===== config.mk =====
export PLATFORM = sky130hd
export DESIGN_NAME = i2c_bit_phase_ctrl
export DESIGN_NICKNAME = d
export VERILOG_FILES = /design/src/rtl/i2c_bit_phase_ctrl.sv
export SDC_FILE = /design/constraint.sdc
export NUM_CORES = 1
export LEC_CHECK = 0
export ABC_AREA = 0
export ABC_CLOCK_PERIOD_IN_PS = 4150
export BUFFER_PORTS_ARGS = -buffer_cell sky130_fd_sc_hd__buf_2
export CORE_MARGIN = 2
export CORE_UTILIZATION = 57
export DETAILED_ROUTE_END_ITERATION = 12
export PLACE_DENSITY_LB_ADDON = 0.15
export SKIP_CTS_REPAIR_TIMING = 1
export SYNTH_ARGS = -nofsm -noshare
export SYNTH_HDL_FRONTEND = slang
export SYNTH_SLANG_ARGS = --single-unit

===== constraint.sdc =====
create_clock -name clk -period 4.15 [get_ports clk]
set_clock_uncertainty 0.2 [all_clocks]
set_input_delay 0.415 -clock clk [delete_from_list [all_inputs] [get_ports clk]]
set_output_delay 0.415 -clock clk [all_outputs]
set_load 0.02 [all_outputs]

===== src/rtl/i2c_bit_phase_ctrl.sv =====
// I2C master bit-phase controller: runs START/STOP/BIT commands as four quarter-bit phases.
// Optional slave-stretch abort is built when I2C_STRETCH_TIMEOUT_EN is defined.
module i2c_bit_phase_ctrl #(
    parameter int STRETCH_TIMEOUT_TICKS = 1024,
    parameter int TO_CNT_BITS           = 11
) (
    input  logic       clk,
    input  logic       n_rst,
    input  logic       enable,
    input  logic       tick,
    input  logic       cmd_valid,
    input  logic [1:0] cmd,
    input  logic       tx_bit,
    output logic       cmd_ready,
    output logic       done,
    output logic       rx_bit,
    output logic       arb_lost,
    output logic       timeout,
    input  logic       scl_in,
    input  logic       sda_in,
    output logic       scl_oe,
    output logic       sda_oe
);

    typedef enum logic [2:0] {
        IDLE,
        NOP_W,
        Q0,
        Q1,
        Q2,
        Q3
    } state_t;

    localparam logic [1:0] CMD_START = 2'b00;
    localparam logic [1:0] CMD_STOP  = 2'b01;
    localparam logic [1:0] CMD_BIT   = 2'b10;

    state_t     state;
    state_t     state_nxt;
    logic [1:0] cmd_q;
    logic       tx_q;
    logic       scl_meta;
    logic       scl_s;
    logic       sda_meta;
    logic       sda_s;
    logic [1:0] lines_nxt;
    logic       done_nxt;
    logic       rx_nxt;
    logic       arb_nxt;
    logic       accept;

    // Line enables {scl_oe, sda_oe} for a command in a given quarter phase.
    function automatic logic [1:0] line_val(input logic [1:0] c, input logic tx,
                                            input logic [1:0] ph);
        logic [1:0] v;
        v = 2'b00;
        case (c)
            CMD_START: begin
                case (ph)
                    2'd0, 2'd1: v = 2'b00;
                    2'd2:       v = 2'b01;
                    default:    v = 2'b11;
                endcase
            end
            CMD_STOP: begin
                case (ph)
                    2'd0:       v = 2'b11;
                    2'd1, 2'd2: v = 2'b01;
                    default:    v = 2'b00;
                endcase
            end
            CMD_BIT: v = {(ph == 2'd0) || (ph == 2'd3), ~tx};
            default: v = 2'b00;
        endcase
        return v;
    endfunction

    assign cmd_ready = (state == IDLE) && enable;
    assign accept    = cmd_valid && cmd_ready;

    always_ff @(posedge clk or negedge n_rst) begin
        if (!n_rst) begin
            scl_meta <= 1'b1;
            scl_s    <= 1'b1;
            sda_meta <= 1'b1;
            sda_s    <= 1'b1;
        end else begin
            scl_meta <= scl_in;
            scl_s    <= scl_meta;
            sda_meta <= sda_in;
            sda_s    <= sda_meta;
        end
    end

    always_ff @(posedge clk) begin
        if (accept) begin
            cmd_q <= cmd;
            tx_q  <= tx_bit;
        end
    end

`ifdef I2C_STRETCH_TIMEOUT_EN
    localparam logic [TO_CNT_BITS-1:0] TO_LIMIT = TO_CNT_BITS'(STRETCH_TIMEOUT_TICKS);

    logic [TO_CNT_BITS-1:0] to_cnt;
    logic                   to_hit;
    logic                   to_nxt;

    assign to_hit = (to_cnt == TO_LIMIT);

    // Counts only ticks swallowed while the slave holds SCL low in Q1.
    always_ff @(posedge clk or negedge n_rst) begin
        if (!n_rst) begin
            to_cnt <= '0;
        end else if (state == Q0 && state_nxt == Q1) begin
            to_cnt <= '0;
        end else if (state == Q1 && state_nxt == Q1 && tick && !scl_s) begin
            to_cnt <= to_cnt + 1'b1;
        end
    end

    always_ff @(posedge clk or negedge n_rst) begin
        if (!n_rst) begin
            timeout <= 1'b0;
        end else begin
            timeout <= to_nxt;
        end
    end
`else
    assign timeout = 1'b0;
`endif

    always_comb begin
        state_nxt = state;
        lines_nxt = {scl_oe, sda_oe};
        done_nxt  = 1'b0;
        rx_nxt    = rx_bit;
        arb_nxt   = 1'b0;
`ifdef I2C_STRETCH_TIMEOUT_EN
        to_nxt    = 1'b0;
`endif
        if (!enable) begin
            state_nxt = IDLE;
            lines_nxt = 2'b00;
        end else begin
            case (state)
                IDLE: begin
                    if (cmd_valid) begin
                        if (cmd == 2'b11) begin
                            state_nxt = NOP_W;
                        end else begin
                            state_nxt = Q0;
                            lines_nxt = line_val(cmd, tx_bit, 2'd0);
                        end
                    end
                end
                NOP_W: begin
                    state_nxt = IDLE;
                    done_nxt  = 1'b1;
                end
                Q0: begin
                    if (tick) begin
                        state_nxt = Q1;
                        lines_nxt = line_val(cmd_q, tx_q, 2'd1);
                    end
                end
                Q1: begin
`ifdef I2C_STRETCH_TIMEOUT_EN
                    if (to_hit) begin
                        state_nxt = IDLE;
                        lines_nxt = 2'b00;
                        to_nxt    = 1'b1;
                    end else
`endif
                    if (tick && scl_s) begin
                        state_nxt = Q2;
                        lines_nxt = line_val(cmd_q, tx_q, 2'd2);
                        if (cmd_q == CMD_BIT) begin
                            rx_nxt = sda_s;
                        end
                    end
                end
                Q2: begin
                    if (tick) begin
                        state_nxt = Q3;
                        lines_nxt = line_val(cmd_q, tx_q, 2'd3);
                    end
                end
                Q3: begin
                    if (tick) begin
                        state_nxt = IDLE;
                        done_nxt  = 1'b1;
                        // rx_bit already holds this command's sample here.
                        arb_nxt   = (cmd_q == CMD_BIT) && tx_q && !rx_bit;
                    end
                end
                default: begin
                    state_nxt = IDLE;
                    lines_nxt = 2'b00;
                end
            endcase
        end
    end

    always_ff @(posedge clk or negedge n_rst) begin
        if (!n_rst) begin
            state    <= IDLE;
            scl_oe   <= 1'b0;
            sda_oe   <= 1'b0;
            done     <= 1'b0;
            rx_bit   <= 1'b0;
            arb_lost <= 1'b0;
        end else begin
            state    <= state_nxt;
            scl_oe   <= lines_nxt[1];
            sda_oe   <= lines_nxt[0];
            done     <= done_nxt;
            rx_bit   <= rx_nxt;
            arb_lost <= arb_nxt;
        end
    end

endmodule


==> reports/qor_table.md <==
| Item | This run | Unit |
| --- | --- | --- |
| Fill count | 120 | - |
| 1st-pass router iterations | 4 | - |
| Count of boundary I/O pins | 17 | - |
| Number of warnings issued by yosys | 0 | - |
| Final setup violation count | 0 | - |
| Flip-flop and latch count after synthesis | 15 | - |
| Max reg flops | 3 | - |
| Tightest hold margin | 23.6 | ps |
| CTS sink cnt | 15 | - |
| Buffer cell driving the clock tree root | sky130_fd_sc_hd__clkbuf_4 | - |
| Worst hold path stage count | 1 | - |
| Post-DRT Antenna Nets | 0 | - |
| Most used cell, CP | sky130_fd_sc_hd__nor2_1 | - |
| Most flop-heavy register | state | - |
| Clock-pin slew of the registers on the worst-case setup and hold paths | 80 | ps |
| Status | finished clean | - |
| Final Cell Area | 996 | um^2 |
| Startpoint Class | flop | - |
| Proportion of layout cells with a drive suffix above 1 | 29.5 | % |
| Number of library cell types mapped by synthesis | 38 | - |
| Worst-case hold path end point | scl_meta | - |
| Total internal power | 280 | uW |
| EDFF count, synth | 3 | - |
| Clock power frac | 18.0 | % |
| Area of the die | 1910 | um^2 |
| Sequential power share | 45.4 | % |
| Worst Setup End Kind | output port | - |
| DRT iter0 DRCs | 12 | - |
| Cell count after synthesis | 90 | - |
| Cells traversed along the worst timing path | nor2_1 -> nand2_1 -> nor2_1 -> buf_2 | - |
| Gate power share | 36.5 | % |
| Largest incremental delay on the critical path | 530 | ps |
| Layout Nets | 123 | - |
| Registers with the most flip-flops | state x3, cmd_q x2 | - |
| Reported leakage power | 0.000473 | uW |
| Switching power total | 173 | uW |
| Most used cells in the layout excluding fill and tap cells | sky130_fd_sc_hd__buf_2 (15), sky130_fd_sc_hd__inv_1 (8), sky130_fd_sc_hd__nor2_1 (8), sky130_fd_sc_hd__dfrtp_1 (8) | - |
| Worst Setup Path Type | reg2out | - |
| Via-to-Cell Ratio | 5.60 | - |
| Number of antenna violations at the first check in global routing | 0 | - |
| Startpoint of the most critical hold path | scl_in | - |
| Total area of multi-input combinational cells | 438 | um^2 |
| Most instantiated flip-flop cell in the synthesis netlist | sky130_fd_sc_hd__dfrtp_1 | - |
| Post-synthesis sequential area ratio | 43.9 | % |
| Shortest period the worst path allows | 2050 | ps |
| GRT overflow | 0 | - |
| Endpoint of the worst-slack reg-to-reg timing path | state[1] | - |
| Leading cell type in the layout, fill and taps excluded | sky130_fd_sc_hd__buf_2 | - |
| Input/output buffers | 15 | - |
| DRC errors left | 0 | - |
| Max-cap violations | 0 | - |
| Routed length per instance | 13.3 | um |
| Final weighted congestion in routability-driven placement | 0.893 | - |
| Achievable clock frequency | 0.487 | GHz |
| Register-to-Register Path Depth | 5 | - |
| Sw frac | 38.2 | % |
| Clock latency on the worst-skew pair | 280 | ps |
| Worst-case setup margin in the final layout | 2100 | ps |
| Detailed Route WL | 1610 | um |
| Placed cell area | 958 | um^2 |
| Max Transition Viols Final | 0 | - |
| Deepest clock path buffer count | 2 | - |
| Number of global-route vias before repair | 655 | - |
| Setup total negative slack | 0 | ps |
| Area Growth Syn to Fin | 10.7 | % |
| Post-Synthesis Mean Instance Area | 10.0 | um^2 |
| Core Area | 1490 | um^2 |
| Crit path max fanout | 13 | - |
| Wire length of the first global-routing pass | 2730 | um |
| Die W | 43.7 | um |
| Number of inserted diodes | 0 | - |
| Starting density of the core | 60.4 | % |
| Share of flip-flops with an asynchronous set or reset after synthesis | 80.0 | % |
| Nets in the synthesized netlist | 107 | - |
| Reg-to-Reg Start | state[1] | - |
| Routed via count | 678 | - |
| Fraction of the cycle the final worst path needs | 49.5 | % |
| Die Y-Extent | 43.7 | um |
| Worst path required time | 3530 | ps |
| TritonCTS clock tree | built | - |
| Level count of the clock H-tree | 1 | - |
| Setup repair after global routing missed its margin | no | - |
| Cell Area, Synth | 900 | um^2 |
| Minimum setup slack among reg-to-reg paths | 2330 | ps |
| Storage element area | 395 | um^2 |
| CTS Buf Count | 3 | - |
| Pwr/cell area | 455 | nW/um^2 |
| Worst slack, placed | 2160 | ps |
| Maximum number of pins on one net before global-route repair | 14 | - |
| Hold Violations, Final | 0 | - |
| Total routing resource utilization after global routing | 19.8 | % |
| Cell type of the slowest stage on the worst timing path | sky130_fd_sc_hd__dfrtp_1 | - |
| Row cnt | 14 | - |
| Min-Delay Path Class | in2reg | - |
| Crit path DAT | 1440 | ps |
| Detailed Place HPWL | 1250 | um |
| Worst IR drop on VDD | 293 | uV |
| Final Power | 453 | uW |
[logic make-up (layout without fill, tap and decap cells)]
family / Yosys count / count (layout) / synth area share [%]
simple gates: 32 / 32 / 19.6
flops: 15 / 15 / 44.0
mux: 3 / 3 / 4.03
buf+inv: 13 / 28 / 7.37
fa+ha+maj: 7 / 7 / 9.74
other cells: 1 / 1 / 0.417
compound gates: 19 / 19 / 14.9
[metal layers]
metal	GRT usage, %	vias to the layer above	wire (um)
met2	30.9	12	759
met4	9.09	0	27
met3	2.50	5	47
met5	0	-	0
li1	-	339	-
met1	27.5	322	774
[cell type report]
class	count	area share, %
clock buffers	3	2.26
clock inverters	1	0.503
inverters	8	3.02
multi-input cells	62	44.0
flip-flops and latches	15	39.7
well taps	16	2.01
repair buffers	16	8.54
[power groups by stage]
stage	clock network (uW)	registers [uW]	logic, uW
floorplan	0	201	140
global placement	0	208	162
detailed placement	0	208	164
CTS	84.0	205	165
global route	88.7	211	184
finish	81.8	206	166
[synth_stat cells, drive strengths merged (4+ instances only)]
| cell type | number | area (um^2) |
|---|---|---|
| a21oi | 7 | 42.5 |
| buf | 4 | 31.3 |
| nor2 | 9 | 36.3 |
| dfstp | 4 | 105 |
| dfrtp | 8 | 200 |
| inv | 8 | 30.0 |
| ha | 7 | 87.6 |
| nand2 | 7 | 26.3 |
[worst max-delay path by stage]
stage | slack, ps | startpoint | end | cells after the start
6_report | 2100 | state[1] | cmd_ready | 4
5_1_grt | 1950 | state[1] | cmd_ready | 4
2_1_floorplan | 2330 | state[1] | cmd_q[0] | 5
3_5_place_dp | 2160 | cmd[0] | scl_oe | 7
3_3_place_gp | 2190 | cmd[0] | scl_oe | 7
4_1_cts | 2090 | state[1] | cmd_ready | 4
[critical path: cells and delay by family (launching register included)]
kind	cells	cell delay, ps
simple gates	3	450
buf+inv	1	180
flops	1	530
[stage by stage]
step	util [%]	std cells
finish	66.9	121
global route	66.9	121
CTS	66.2	120
detailed placement	64.4	116
global placement	64.4	116
floorplan	-	90
(Power assumes the default switching activity.)
